**config.mk**
```make
export PLATFORM = sky130hd
export DESIGN_NAME = noise_burst_scheduler
export DESIGN_NICKNAME = d
export VERILOG_FILES = /design/src/rtl/noise_burst_scheduler.sv
export SDC_FILE = /design/constraint.sdc
export NUM_CORES = 1
export LEC_CHECK = 0
export CORE_MARGIN = 5
export CORE_UTILIZATION = 45
export DETAILED_ROUTE_END_ITERATION = 8
export PLACE_DENSITY_LB_ADDON = 0.15
export SLEW_MARGIN = 20
export SYNTH_ARGS = -nofsm -noshare
export SYNTH_HDL_FRONTEND = slang
export SYNTH_SLANG_ARGS = --single-unit
```
**constraint.sdc**
```tcl
create_clock -name clk -period 2.8 [get_ports clk]
set_input_delay 0.56 -clock clk [delete_from_list [all_inputs] [get_ports clk]]
set_output_delay 0.56 -clock clk [all_outputs]
set_load 0.01 [all_outputs]
```
**src/rtl/noise_burst_scheduler.sv**
```systemverilog
// Round-robin scheduler that hands out bursts of scaled LFSR noise to NUM_REQ requesters.
// The LFSR only steps on accepted samples, so the sequence is independent of consumer stalls.
module noise_burst_scheduler #(
  parameter int          NUM_REQ = 4,
  parameter int          BURST_W = 8,
  parameter logic [15:0] SEED    = 16'hACE1
) (
  input  logic                       clk,
  input  logic                       rst,
  input  logic                       en,
  input  logic [2:0]                 cfg_shift,
  input  logic [NUM_REQ-1:0]         req,
  input  logic [NUM_REQ*BURST_W-1:0] req_len,
  output logic [NUM_REQ-1:0]         grant,
  output logic                       busy,
  output logic                       noise_valid,
  input  logic                       noise_ready,
  output logic [7:0]                 noise_data,
  output logic [$clog2(NUM_REQ)-1:0] noise_id,
  output logic                       noise_last
);

  localparam int IDW = $clog2(NUM_REQ);

  typedef enum logic {IDLE, BURST} state_t;

  state_t             state;
  logic [15:0]        lfsr;
  logic [15:0]        lfsr_next;
  logic [IDW-1:0]     ptr;
  logic [IDW-1:0]     winner;
  logic               found;
  logic [BURST_W-1:0] count;
  logic [BURST_W-1:0] win_len;
  logic [BURST_W-1:0] eff_len;
  logic [2:0]         shift_q;

  function automatic logic [7:0] scale(input logic [7:0] raw, input logic [2:0] sh);
    return $signed(raw) >>> sh;
  endfunction

  always_comb lfsr_next = {lfsr[14:0], lfsr[15] ^ lfsr[13] ^ lfsr[12] ^ lfsr[10]};

  // Search upward from the round-robin pointer, wrapping, for the first active request.
  always_comb begin
    int idx;
    idx    = 0;
    winner = '0;
    found  = 1'b0;
    for (int i = 0; i < NUM_REQ; i++) begin
      idx = int'(ptr) + i;
      if (idx >= NUM_REQ) idx = idx - NUM_REQ;
      if (!found && req[idx]) begin
        found  = 1'b1;
        winner = IDW'(idx);
      end
    end
  end

  always_comb begin
    win_len = req_len[winner*BURST_W +: BURST_W];
    eff_len = (win_len == '0) ? BURST_W'(1) : win_len;
  end

  always_ff @(posedge clk) begin
    if (rst) begin
      state       <= IDLE;
      lfsr        <= SEED;
      ptr         <= '0;
      count       <= '0;
      shift_q     <= '0;
      grant       <= '0;
      busy        <= 1'b0;
      noise_valid <= 1'b0;
      noise_data  <= '0;
      noise_id    <= '0;
      noise_last  <= 1'b0;
    end else begin
      case (state)
        IDLE: begin
          grant <= '0;
          if (en && found) begin
            state       <= BURST;
            grant       <= NUM_REQ'(1) << winner;
            busy        <= 1'b1;
            noise_valid <= 1'b1;
            noise_id    <= winner;
            count       <= eff_len;
            noise_last  <= (eff_len == BURST_W'(1));
            shift_q     <= cfg_shift;
            noise_data  <= scale(lfsr[7:0], cfg_shift);
            ptr         <= (winner == IDW'(NUM_REQ - 1)) ? '0 : winner + 1'b1;
          end
        end
        BURST: begin
          grant <= '0;
          if (noise_valid && noise_ready) begin
            lfsr <= lfsr_next;
            if (noise_last) begin
              // Burst done: drop everything for one mandatory idle cycle.
              state       <= IDLE;
              busy        <= 1'b0;
              noise_valid <= 1'b0;
              noise_last  <= 1'b0;
              noise_data  <= '0;
              count       <= '0;
            end else begin
              count      <= count - 1'b1;
              noise_last <= (count == BURST_W'(2));
              noise_data <= scale(lfsr_next[7:0], shift_q);
            end
          end
        end
        default: state <= IDLE;
      endcase
    end
  end

endmodule
```
Yosys cells after proc, flatten, opt, wreduce, memory -nomap -nowiden. Index checks and enable logic that the tools add are counted.

Bits in registers: 46. Input bits: 43. Logic and storage cells: 102.

$add $sub $neg: 9. Magnitude comparators: 8. Equal/unequal tests: 6. Shift operators: 4. Mux-type cells: 48. Bitwise logic cells: 4. Reductions and logical operators: 13.

Operators with widths (number): 32-bit by 4-bit less-than comparator with 1-bit output (second input constant) (4); 32-bit two-way mux (4); 8-bit two-way mux (7); 8-bit one-hot mux with 2 select lines (2); 32-bit by 6-bit indexed part select with 8-bit output (1); 1-bit two-way mux (21); 8-bit by 3-bit >>> shifter with 8-bit output (2); 3-bit by 3-bit subtractor with 4-bit output (second input constant) (3); 2-bit two-way mux (5); 3-bit >= comparator (second input constant) (3); 1-bit binary-select mux with 2-bit select (4); 8-bit by 1-bit equality test with 1-bit output (second input constant) (1); 8-bit by 2-bit equality test with 1-bit output (second input constant) (1); 8-bit logical NOT (1); 4-bit one-hot mux with 2 select lines (1); 8-bit by 1-bit subtractor with 8-bit output (second input constant) (1); 2-bit by 2-bit adder with 3-bit output (second input constant) (2); 1-bit one-hot mux with 2 select lines (3); 2-bit AND reduction (3); 1-bit logical AND (5); 4-bit two-way mux (1); 2-bit inequality test (second input constant) (2); 1-bit by 2-bit left shift with 4-bit output (first input constant) (1); 2-bit by 3-bit subtractor with 4-bit output (second input constant) (1); 9 further kinds (13).

Logic depth before layout (Yosys ltp).
Word-level depth: 21. Depth in mapped cells: 10. Gate-level depth less buffers: 8.

Least setup slack after synthesis. OpenSTA, ideal clock, no wires.

Kind: input-to-reg. From: input port req[2]. To: register count[0]. Setup time: 0.086 ns. Arrival time: 2.136 ns. Data required time: 2.714 ns. Path slack: 0.579 ns. Stages on the path: 9. Cell sequence: mux2i_1 > nor2_1 > nor3_4 > buf_6 > mux2i_1 > mux2i_1 > nor4b_2 > nand4_1 > a211oi_1.

Cells in the longest elaborated chain, start to end: 18. Elaborated cells on any way between the ends: 34.

RTL lines: start: declaration (RTL line 12) `input logic [NUM_REQ-1:0] req,`; 1-bit binary-select mux with 2-bit select (RTL line 53) `if (!found && req[idx]) begin`; 1-bit two-way mux (not written as such) (2 in series) (RTL line 53); 1-bit two-way mux (RTL line 53); 1-bit logical NOT (RTL line 53); 1-bit logical AND (RTL line 53); 1-bit two-way mux (RTL line 53); 1-bit logical NOT (RTL line 53); 1-bit logical AND (RTL line 53); 1-bit two-way mux (RTL line 53); 1-bit logical NOT (RTL line 53); 1-bit logical AND (RTL line 53); 2-bit two-way mux (RTL line 53); 32-bit by 6-bit indexed part select with 8-bit output (RTL line 61) `win_len = req_len[winner*BURST_W +: BURST_W];`; 8-bit logical NOT (RTL line 62) `eff_len = (win_len == '0) ? BURST_W'(1) : win_len;`; 8-bit two-way mux (RTL line 62); 8-bit two-way mux (RTL line 82) `if (en && found) begin`; 8-bit one-hot mux with 2 select lines (RTL line 79) `case (state)`; end signal: assignment (RTL line 88) `count <= eff_len;`; end signal: assignment (RTL line 108) `count <= count - 1'b1;`; end: declaration (RTL line 33) `logic [BURST_W-1:0] count;`.

Parallel ways exist; a longest one is shown, timed or not. The select of a mux whose other input is x is not followed. A chain may end at the register's enable or synchronous reset.

Worst setup path after layout. Same ends and word-level chain as after synthesis.

==> metrics.log <==
INFO  metric ir_worst_vdd = between 200 and 300 uV
INFO  metric h-tree-depth = 2
INFO  metric count_of_tritonroute_iterations_in_the_first_routing_pass = 4
INFO  metric synth.cell_area = roughly 0.0028 mm^2
INFO  metric via_count_of_the_first_global_routing_pass = between 2,000 and 2,500
INFO  metric remaining_drc_errors = 0
INFO  metric grtUsageTotal = 19.6%
INFO  metric ys_async_sr_fraction = 0%
INFO  metric placement.io_buffers = just under 60
INFO  metric setup_viol = 0
INFO  metric report.final.hold_viol_count = 0
INFO  metric cts.clk_slew.worst_paths = approximately 0.090 ns
INFO  metric grt-busiest-layer = met2
INFO  metric timing.critical_path.from_type = primary input
INFO  metric multi_input_combinational_cell_area = between 0.0015 and 0.002 mm^2
INFO  metric tightest_hold_margin = roughly 0.45 ns
INFO  metric switching_share = a little under a third
INFO  metric detail_route.iter0.violations = ~150
INFO  metric gr-usage-met3 = ~4.6%
INFO  metric cts_post_setup_buffers_inserted = 0
INFO  metric postSynthRegisterBits = 46
INFO  metric overflow = 0
INFO  metric run_status = completed
INFO  metric rows = 28
INFO  metric antenna_violations_before_repair = 0
INFO  metric max_clock_freq = roughly 0.4 GHz
INFO  metric die_ht = roughly 88 um
INFO  metric die_area = between 0.007 and 0.008 mm^2
INFO  metric relative_max_transition_margin = between 70 and 80%
INFO  metric psw = ~0.54 mW
INFO  metric ant_nets = 0
INFO  metric design.final.nets = approximately 450
INFO  metric relative_contribution_of_the_clock_network_to_total_power = between 20 and 30%
INFO  metric drv_cap = 0
INFO  metric slew_violations = 0
INFO  metric vias = 2,668
INFO  metric synth.lib_cells_used.distinct = 51
INFO  metric grt_pass1_wl = around 12,000 um
INFO  metric number_of_buffers_added_by_the_clock_tree_synthesis_step = 5
INFO  metric post-dp-hpwl = roughly 5400 um
INFO  metric ctsLongestPathBuffers = 2
INFO  metric rsz_0062_raised_after_global_routing = no
INFO  metric drive_gt1_share = 10.6%
INFO  metric power.density = a little under 500 mW/mm^2
INFO  metric synth-edff-count = 0
INFO  metric gr-usage-met2 = 30.9%
INFO  metric finClkSkew = around 0.0066 ns
INFO  metric timing.final.crit_share = 88.0%
INFO  metric cts-resized-gates = 0
INFO  metric post-place-ws = -0.00458 ns
INFO  metric core_area = between 0.005 and 0.006 mm^2
INFO  metric worstMarginPinSlew = 0.445 ns
INFO  metric synth_seq_area_share = 33.4%
INFO  metric mostFrequentLayoutCell = sky130_fd_sc_hd__clkdlybuf4s50_1
INFO  metric power.leakage = ~1.4 nW
INFO  metric drt-wirelength-per-cell = about 15 um
INFO  metric setup_ws_final = between 0.3 and 0.4 ns
INFO  metric fill_count = 540
INFO  metric yosys_warnings = 0
INFO  metric antenna_cells_inserted = 0
INFO  metric p_int = 1.23 mW
INFO  metric synth_flop_cell = sky130_fd_sc_hd__dfxtp_1
INFO  metric syn-instance-count = about 350
INFO  metric clk_latency = approximately 0.30 ns
INFO  metric boundaryPins = 60
INFO  metric use_met1 = 27.2%
INFO  metric clock_sinks = between 40 and 50
INFO  metric tritoncts = yes
INFO  metric power_frac_seq = a little over two fifths
INFO  metric ctsRootBufferMaster = sky130_fd_sc_hd__clkbuf_8
INFO  metric power.total = around 1.8 mW
INFO  metric initial_utilization = 46.5%
INFO  metric crit_required = 3.01 ns
INFO  metric pin_count_of_the_biggest_net_entering_global_routing = 36
INFO  metric fin_util = between 60% and 70%
INFO  metric hold_path_class = reg2reg
INFO  metric fin_setup_tns = 0 ns
INFO  metric drt-vias-per-instance = 5.56
INFO  metric cp_max_fo = 18
INFO  metric worst_setup_path_end_kind = register
INFO  metric final_period_minus_worst_setup_slack = about 2.5 ns
INFO  metric worst_ep_arrival_time = 2.67 ns
INFO  metric area.sequential = around 920 um^2
INFO  metric timing.setup.critical_path_class = in2reg
INFO  metric chipWidth = around 88 um
INFO  metric top_library_cells_by_usage_in_the_layout_fill_and_taps_aside = sky130_fd_sc_hd__clkdlybuf4s50_1, sky130_fd_sc_hd__nand2_1, sky130_fd_sc_hd__dfxtp_1
INFO  metric hold_buffers = 0
INFO  metric power.share.combinational = roughly 29%
INFO  metric drt-total-wl = 7260 um
INFO  metric area_growth_syn_to_layout = 30.0%
INFO  metric gp_congestion = between 0.8 and 0.9
INFO  metric synth.net_count = 392
INFO  metric postSynthAreaPerCell = 7.94 um^2
-- metrics by stage --
stage | area (um^2) | instances
after floorplan | 2750 | 347
after global placement | 3470 | 472
after detailed placement | 3470 | 472
after CTS | 3580 | 480
after global routing | 3580 | 480
final | 3580 | 480
-- critical path, stage by stage --
cell	delay [ns]
sky130_fd_sc_hd__clkdlybuf4s50_1	0.46
sky130_fd_sc_hd__mux2i_1	0.16
sky130_fd_sc_hd__nor2_1	0.08
sky130_fd_sc_hd__nor3_4	0.21
sky130_fd_sc_hd__buf_12	0.19
sky130_fd_sc_hd__mux2i_1	0.21
sky130_fd_sc_hd__mux2i_1	0.14
sky130_fd_sc_hd__nor4b_2	0.29
sky130_fd_sc_hd__nand4_1	0.16
sky130_fd_sc_hd__a211oi_1	0.22
-- cell families after synthesis --
group / after synthesis / share of synthesized area (%)
XOR/XNOR: 3 / 0.954
adder cells (fa/ha/maj): 2 / 0.909
buffers and inverters: 36 / 5.82
AO/OA/AOI/OAI: 96 / 21.8
multiplexers: 37 / 15.5
flip-flops: 46 / 33.4
AND/OR/NAND/NOR: 127 / 21.5
-- power by group through the flow --
stage	sequential, mW	combinational, mW	clock (mW)
2_1_floorplan	0.751	0.317	0
3_3_place_gp	0.761	0.497	0
3_5_place_dp	0.762	0.502	0
4_1_cts	0.747	0.505	0.526
5_1_grt	0.756	0.557	0.550
6_report	0.748	0.506	0.512
-- state kept, by name, indices dropped and copies added (netlist names) --
name	count
lfsr	16
count	8
noise_data	8
grant	4
shift_q	3
noise_id	2
ptr	2
noise_last	1
noise_valid	1
state	1
-- final cells by class --
type                    count  share of cell area (%)
flip-flops and latches     46                    25.7
repair buffers             77                    20.6
clock buffers               5                    1.92
inverters                   9                   0.944
well taps                  75                    2.62
multi-input cells         265                    46.9
clock inverters             3                    1.22
-- Yosys cell counts, drive strengths merged (4+ instances only) --
master | instances | area share, %
a211oi | 5 | 1.4
a21oi | 30 | 5.6
buf | 7 | 1.9
clkbuf | 20 | 2.7
dfxtp | 46 | 33
inv | 9 | 1.2
mux2 | 6 | 2.5
mux2i | 27 | 9.8
mux4 | 4 | 3.3
nand2 | 57 | 7.8
nand3 | 4 | 0.73
nand3b | 9 | 2.5
nor2 | 37 | 5.0
nor3 | 4 | 1.1
o21a | 4 | 1.1
o21ai | 27 | 4.9
o221ai | 5 | 1.6
-- worst paths after layout --
check / start / end / slack, ns / depth (start not counted)
worst max register to register: ptr[1]$_SDFFE_PP0P_ / count[0]$_SDFFE_PP0P_ / 0.49 / 9
worst max-delay path: req[2] / count[0]$_SDFFE_PP0P_ / 0.34 / 10
worst min-delay path: lfsr[11]$_SDFFE_PP1P_ / lfsr[12]$_SDFFE_PP0P_ / 0.45 / 2
worst min register to register: lfsr[11]$_SDFFE_PP1P_ / lfsr[12]$_SDFFE_PP0P_ / 0.45 / 2
-- layer usage --
metal | routed length, um | up-vias
li1 | - | 1358
met3 | 538 | 6
met2 | 3330 | 80
met1 | 3320 | 1224
met5 | 0 | -
met4 | 64 | 0
Note: power is estimated with default switching activity, not from simulation.
